## config.mk

```make
export PLATFORM = sky130hd
export DESIGN_NAME = alu_mod_sequencer
export DESIGN_NICKNAME = d
export VERILOG_FILES = /design/src/rtl/alu_pkg.sv /design/src/rtl/mod_step.sv /design/src/rtl/alu_mod_sequencer.sv
export SDC_FILE = /design/constraint.sdc
export NUM_CORES = 1
export LEC_CHECK = 0
export BUFFER_PORTS_ARGS = -buffer_cell sky130_fd_sc_hd__buf_4
export CAP_MARGIN = 20
export CORE_ASPECT_RATIO = 1.2
export CORE_MARGIN = 2
export CORE_UTILIZATION = 25
export CTS_CLUSTER_DIAMETER = 100
export CTS_CLUSTER_SIZE = 24
export DETAILED_ROUTE_END_ITERATION = 8
export PLACE_DENSITY_LB_ADDON = 0.15
export SLEW_MARGIN = 20
export SYNTH_ARGS = -nofsm -noshare
export SYNTH_HDL_FRONTEND = slang
export SYNTH_HIERARCHICAL = 1
export SYNTH_SLANG_ARGS = --single-unit
export TNS_END_PERCENT = 10
```

## constraint.sdc

```tcl
create_clock -name clk -period 4.8 [get_ports clk]
set_input_delay 0.72 -clock clk [delete_from_list [all_inputs] [get_ports clk]]
set_output_delay 0.72 -clock clk [all_outputs]
set_load 0.05 [all_outputs]
```

## src/rtl/alu_pkg.sv

```systemverilog
// Shared ALU definitions: result-mux select codes and the MOD sequencer FSM states.
package alu_pkg;

  localparam logic [2:0] SEL_AND = 3'b000;
  localparam logic [2:0] SEL_OR  = 3'b001;
  localparam logic [2:0] SEL_XOR = 3'b010;
  localparam logic [2:0] SEL_NOR = 3'b011;
  localparam logic [2:0] SEL_SLT = 3'b100;
  localparam logic [2:0] SEL_ADD = 3'b101;
  localparam logic [2:0] SEL_SUB = 3'b110;
  localparam logic [2:0] SEL_MOD = 3'b111;

  typedef enum logic [1:0] {
    IDLE = 2'b00,
    RUN  = 2'b01,
    DONE = 2'b10
  } mod_state_e;

endpackage

```

## src/rtl/mod_step.sv

```systemverilog
// One restoring-remainder step: shift in a dividend bit, subtract the divisor unless it borrows.
module mod_step #(
  parameter int WIDTH = 32
) (
  input  logic [WIDTH:0]   r,
  input  logic             a_bit,
  input  logic [WIDTH-1:0] b,
  output logic [WIDTH:0]   r_next
);

  logic [WIDTH:0]   shifted;
  logic [WIDTH+1:0] diff;
  logic             borrow;
  logic             unused_r_msb;

  // The MSB of R is always 0 between steps because R < b, so only the low bits shift up.
  assign unused_r_msb = r[WIDTH];
  assign shifted      = {r[WIDTH-1:0], a_bit};
  assign diff         = {1'b0, shifted} - {2'b00, b};
  assign borrow       = diff[WIDTH+1];
  assign r_next       = borrow ? shifted : diff[WIDTH:0];

endmodule

```

## src/rtl/alu_mod_sequencer.sv

```systemverilog
// Multi-cycle unsigned op_a mod op_b engine with a start/busy/done handshake,
// one restoring step per clock, MSB of the dividend first.
module alu_mod_sequencer #(
  parameter int WIDTH = 32
) (
  input  logic             clk,
  input  logic             rst_n,
  input  logic             start,
  input  logic [WIDTH-1:0] op_a,
  input  logic [WIDTH-1:0] op_b,
  output logic             busy,
  output logic             done,
  output logic             div_by_zero,
  output logic [WIDTH-1:0] remainder
);

  import alu_pkg::*;

  localparam int CW = $clog2(WIDTH);

  mod_state_e       state, state_nxt;
  logic [CW-1:0]    cnt;
  logic [WIDTH:0]   r, r_nxt;
  logic [WIDTH-1:0] a_q, b_q;
  logic             accept;
  logic             b_zero;

  assign b_zero = (op_b == '0);
  assign accept = start && (state != RUN);
  assign busy   = (state == RUN);
  assign done   = (state == DONE);

  mod_step #(.WIDTH(WIDTH)) u_step (
    .r      (r),
    .a_bit  (a_q[cnt]),
    .b      (b_q),
    .r_next (r_nxt)
  );

  // NOTE: registers use non-blocking assignments so every flop samples pre-edge values.
  always_ff @(posedge clk or negedge rst_n) begin
    if (!rst_n) state <= IDLE;
    else        state <= state_nxt;
  end

  // NOTE: the default assignment first keeps this block free of inferred latches.
  always_comb begin
    state_nxt = state;
    unique case (state)
      IDLE:    if (start) state_nxt = b_zero ? DONE : RUN;
      RUN:     if (cnt == '0) state_nxt = DONE;
      DONE:    state_nxt = start ? (b_zero ? DONE : RUN) : IDLE;
      default: state_nxt = IDLE;
    endcase
  end

  always_ff @(posedge clk or negedge rst_n) begin
    if (!rst_n) begin
      cnt         <= '0;
      r           <= '0;
      a_q         <= '0;
      b_q         <= '0;
      remainder   <= '0;
      div_by_zero <= 1'b0;
    end else if (accept) begin
      a_q <= op_a;
      b_q <= op_b;
      cnt <= CW'(WIDTH - 1);
      r   <= '0;
      // A zero divisor skips RUN entirely and reports the dividend unchanged.
      if (b_zero) begin
        remainder   <= op_a;
        div_by_zero <= 1'b1;
      end
    end else if (state == RUN) begin
      r   <= r_nxt;
      cnt <= cnt - 1'b1;
      if (cnt == '0) begin
        remainder   <= r_nxt[WIDTH-1:0];
        div_by_zero <= 1'b0;
      end
    end
  end

endmodule

```

==> results.toml <==
[global_route]
grt_max_degree = 56
grt_pass1_vias = 6524
antenna_found_initial = 0
track_usage_pct = 14.8
grt_pass1_wl_mm = 38.5
grt-ovfl-total = 0

[final_layout]
fin_nets = 992
areaGrowthSynthToFinish_pct = 23.6
drive_above_1_share_pct = 36.3

[die]
die_h_um = 201
row_count = 72
num_io_pins = 102
core-area_sq_um = 32100
die_w_um = 168
die_area_sq_um = 33800
initial_core_util_pct = 25.2

[run_status]
status = "complete, no violations"

[clock_network]
path_clk_slew_ns = 0.07
tritoncts = "yes"
clkLatencyLatePin_ns = 0.44
clock-root-buffer = "clkbuf_16"
cts.htree.levels = 4
cts_made_buffers = 17
cts.path.max_buffers = 2
cts_hold_repair.buffers = 0
cts.sinks = 136

[routing]
dr_total_vias = 6139
first_pass_iters = 4
via_per_inst = 4.68
wl_per_cell_um = 18.4
postRouteAntennaNets = 0
drc = 0
drtIter0Drc = 304
wirelength_mm = 24.1

[synthesis]
yosysWarnings = 6
synth_area_per_cell_sq_um = 10.2
synth_nets = 891
synthCells = 789
synth_area_sq_um = 8080

[timing]
fmax_ghz = 0.222
slew_violations = 0
skew_ns = 0.0118
fin_tns_setup_ns = 0
hold_viol = 0
tightest_slew_ns = 0.708
rsz0062_at_grt = "no"
timing.final.crit_share_pct = 94.0
relSlewSlack_pct = 52.8
setup_viol_count_final = 0
period_minus_slack_ns = 4.51

[critical_path]
critPathCaptureType = "flop"
required_ns = 5.12
startpoint_type = "flop"
crit_fanout = 19
critical_path_arrival_ns = 4.83
rrSetupSlack_ns = 0.29
critPathKind = "flop to flop"

[job]
cap_viol_max_count = 0

[placement]
dp_hpwl_mm = 18.6
routabilityCongestion = 0.848
io_buffers = 101

[hold_path]
hold_class = "input pin to async pin"
[per-layer routing]
layer,global-route usage [%],up-vias,part of all wire [%]
li1,-,3036,-
met2,25.5,97,50
met4,4.37,0,1.4
met5,0,-,0
met1,19.0,2987,46
met3,2.68,19,3.0
[worst max-delay path: stages, from the launching register on]
cell	delay, ns
dfrtp_2	0.44
mux4_1	0.58
mux4_2	0.46
a221o_1	0.40
inv_1	0.07
ha_1	0.18
nor2b_1	0.08
o2111ai_2	0.24
a2111oi_4	0.13
nor4_4	0.28
o21ai_2	0.11
a311o_2	0.41
buf_12	0.17
mux2_1	0.38
or2_2	0.32
o221a_2	0.12
[state kept, by name (all words and copies together), names as in the netlist]
name / cells
a_q: 32
state: 2
r: 32
b_q: 32
cnt: 5
div_by_zero: 1
remainder: 32
[placed cells by master, fill, tap and decap left out, drive strengths merged, types with 17 or more instances in the layout]
| cell type | instances |
|---|---|
| dfrtp | 136 |
| buf | 124 |
| nand2 | 102 |
| mux2 | 74 |
| a21oi | 60 |
| nor2 | 50 |
| inv | 46 |
| ha | 34 |
| or2 | 32 |
| o221a | 32 |
| nand3b | 32 |
| o21ai | 26 |
| clkbuf | 17 |
[through the flow]
step | hold slack (ns) | util, % | std cells | instance area (sq um) | setup slack [ns]
final | 0.188 | 31.1 | 1311 | 9980 | 0.288
after global routing | 0.208 | 31.1 | 1310 | 9980 | 0.0189
after CTS | 0.194 | 31.1 | 1310 | 9970 | 0.0755
after detailed placement | 0.490 | 29.2 | 1278 | 9350 | 0.109
after global placement | 0.489 | 29.2 | 1278 | 9350 | 0.152
after floorplan | 0.424 | - | 789 | 8080 | 0.419
[layout make-up]
cell class              count  area (sq um)
fillers                  3393         22100
multi-input cells         570          4330
flip-flops and latches    136          3410
repair buffers            124           960
well taps                 407           509
clock buffers              17           425
clock inverters            15           193
inverters                  41           154
diodes                      1          2.50
[repair_timing]
action                     CTS  global route
resized for setup            0             4
setup endpoints to repair    0            25
setup buffers                0             0
[final timing paths]
check | startpoint | to | depth (start not counted)
max | cnt[0] | remainder[7] | 15
max in group asynchronous | rst_n | cnt[0] | 2
max reg2reg | cnt[0] | remainder[7] | 15
min | rst_n | b_q[4] | 1
min in group clk | a_q[14] | a_q[14] | 1
min reg2reg | a_q[14] | a_q[14] | 1
Power is not shown: default switching activity piles up to over one toggle a cycle in this logic, so the estimate is an artifact.
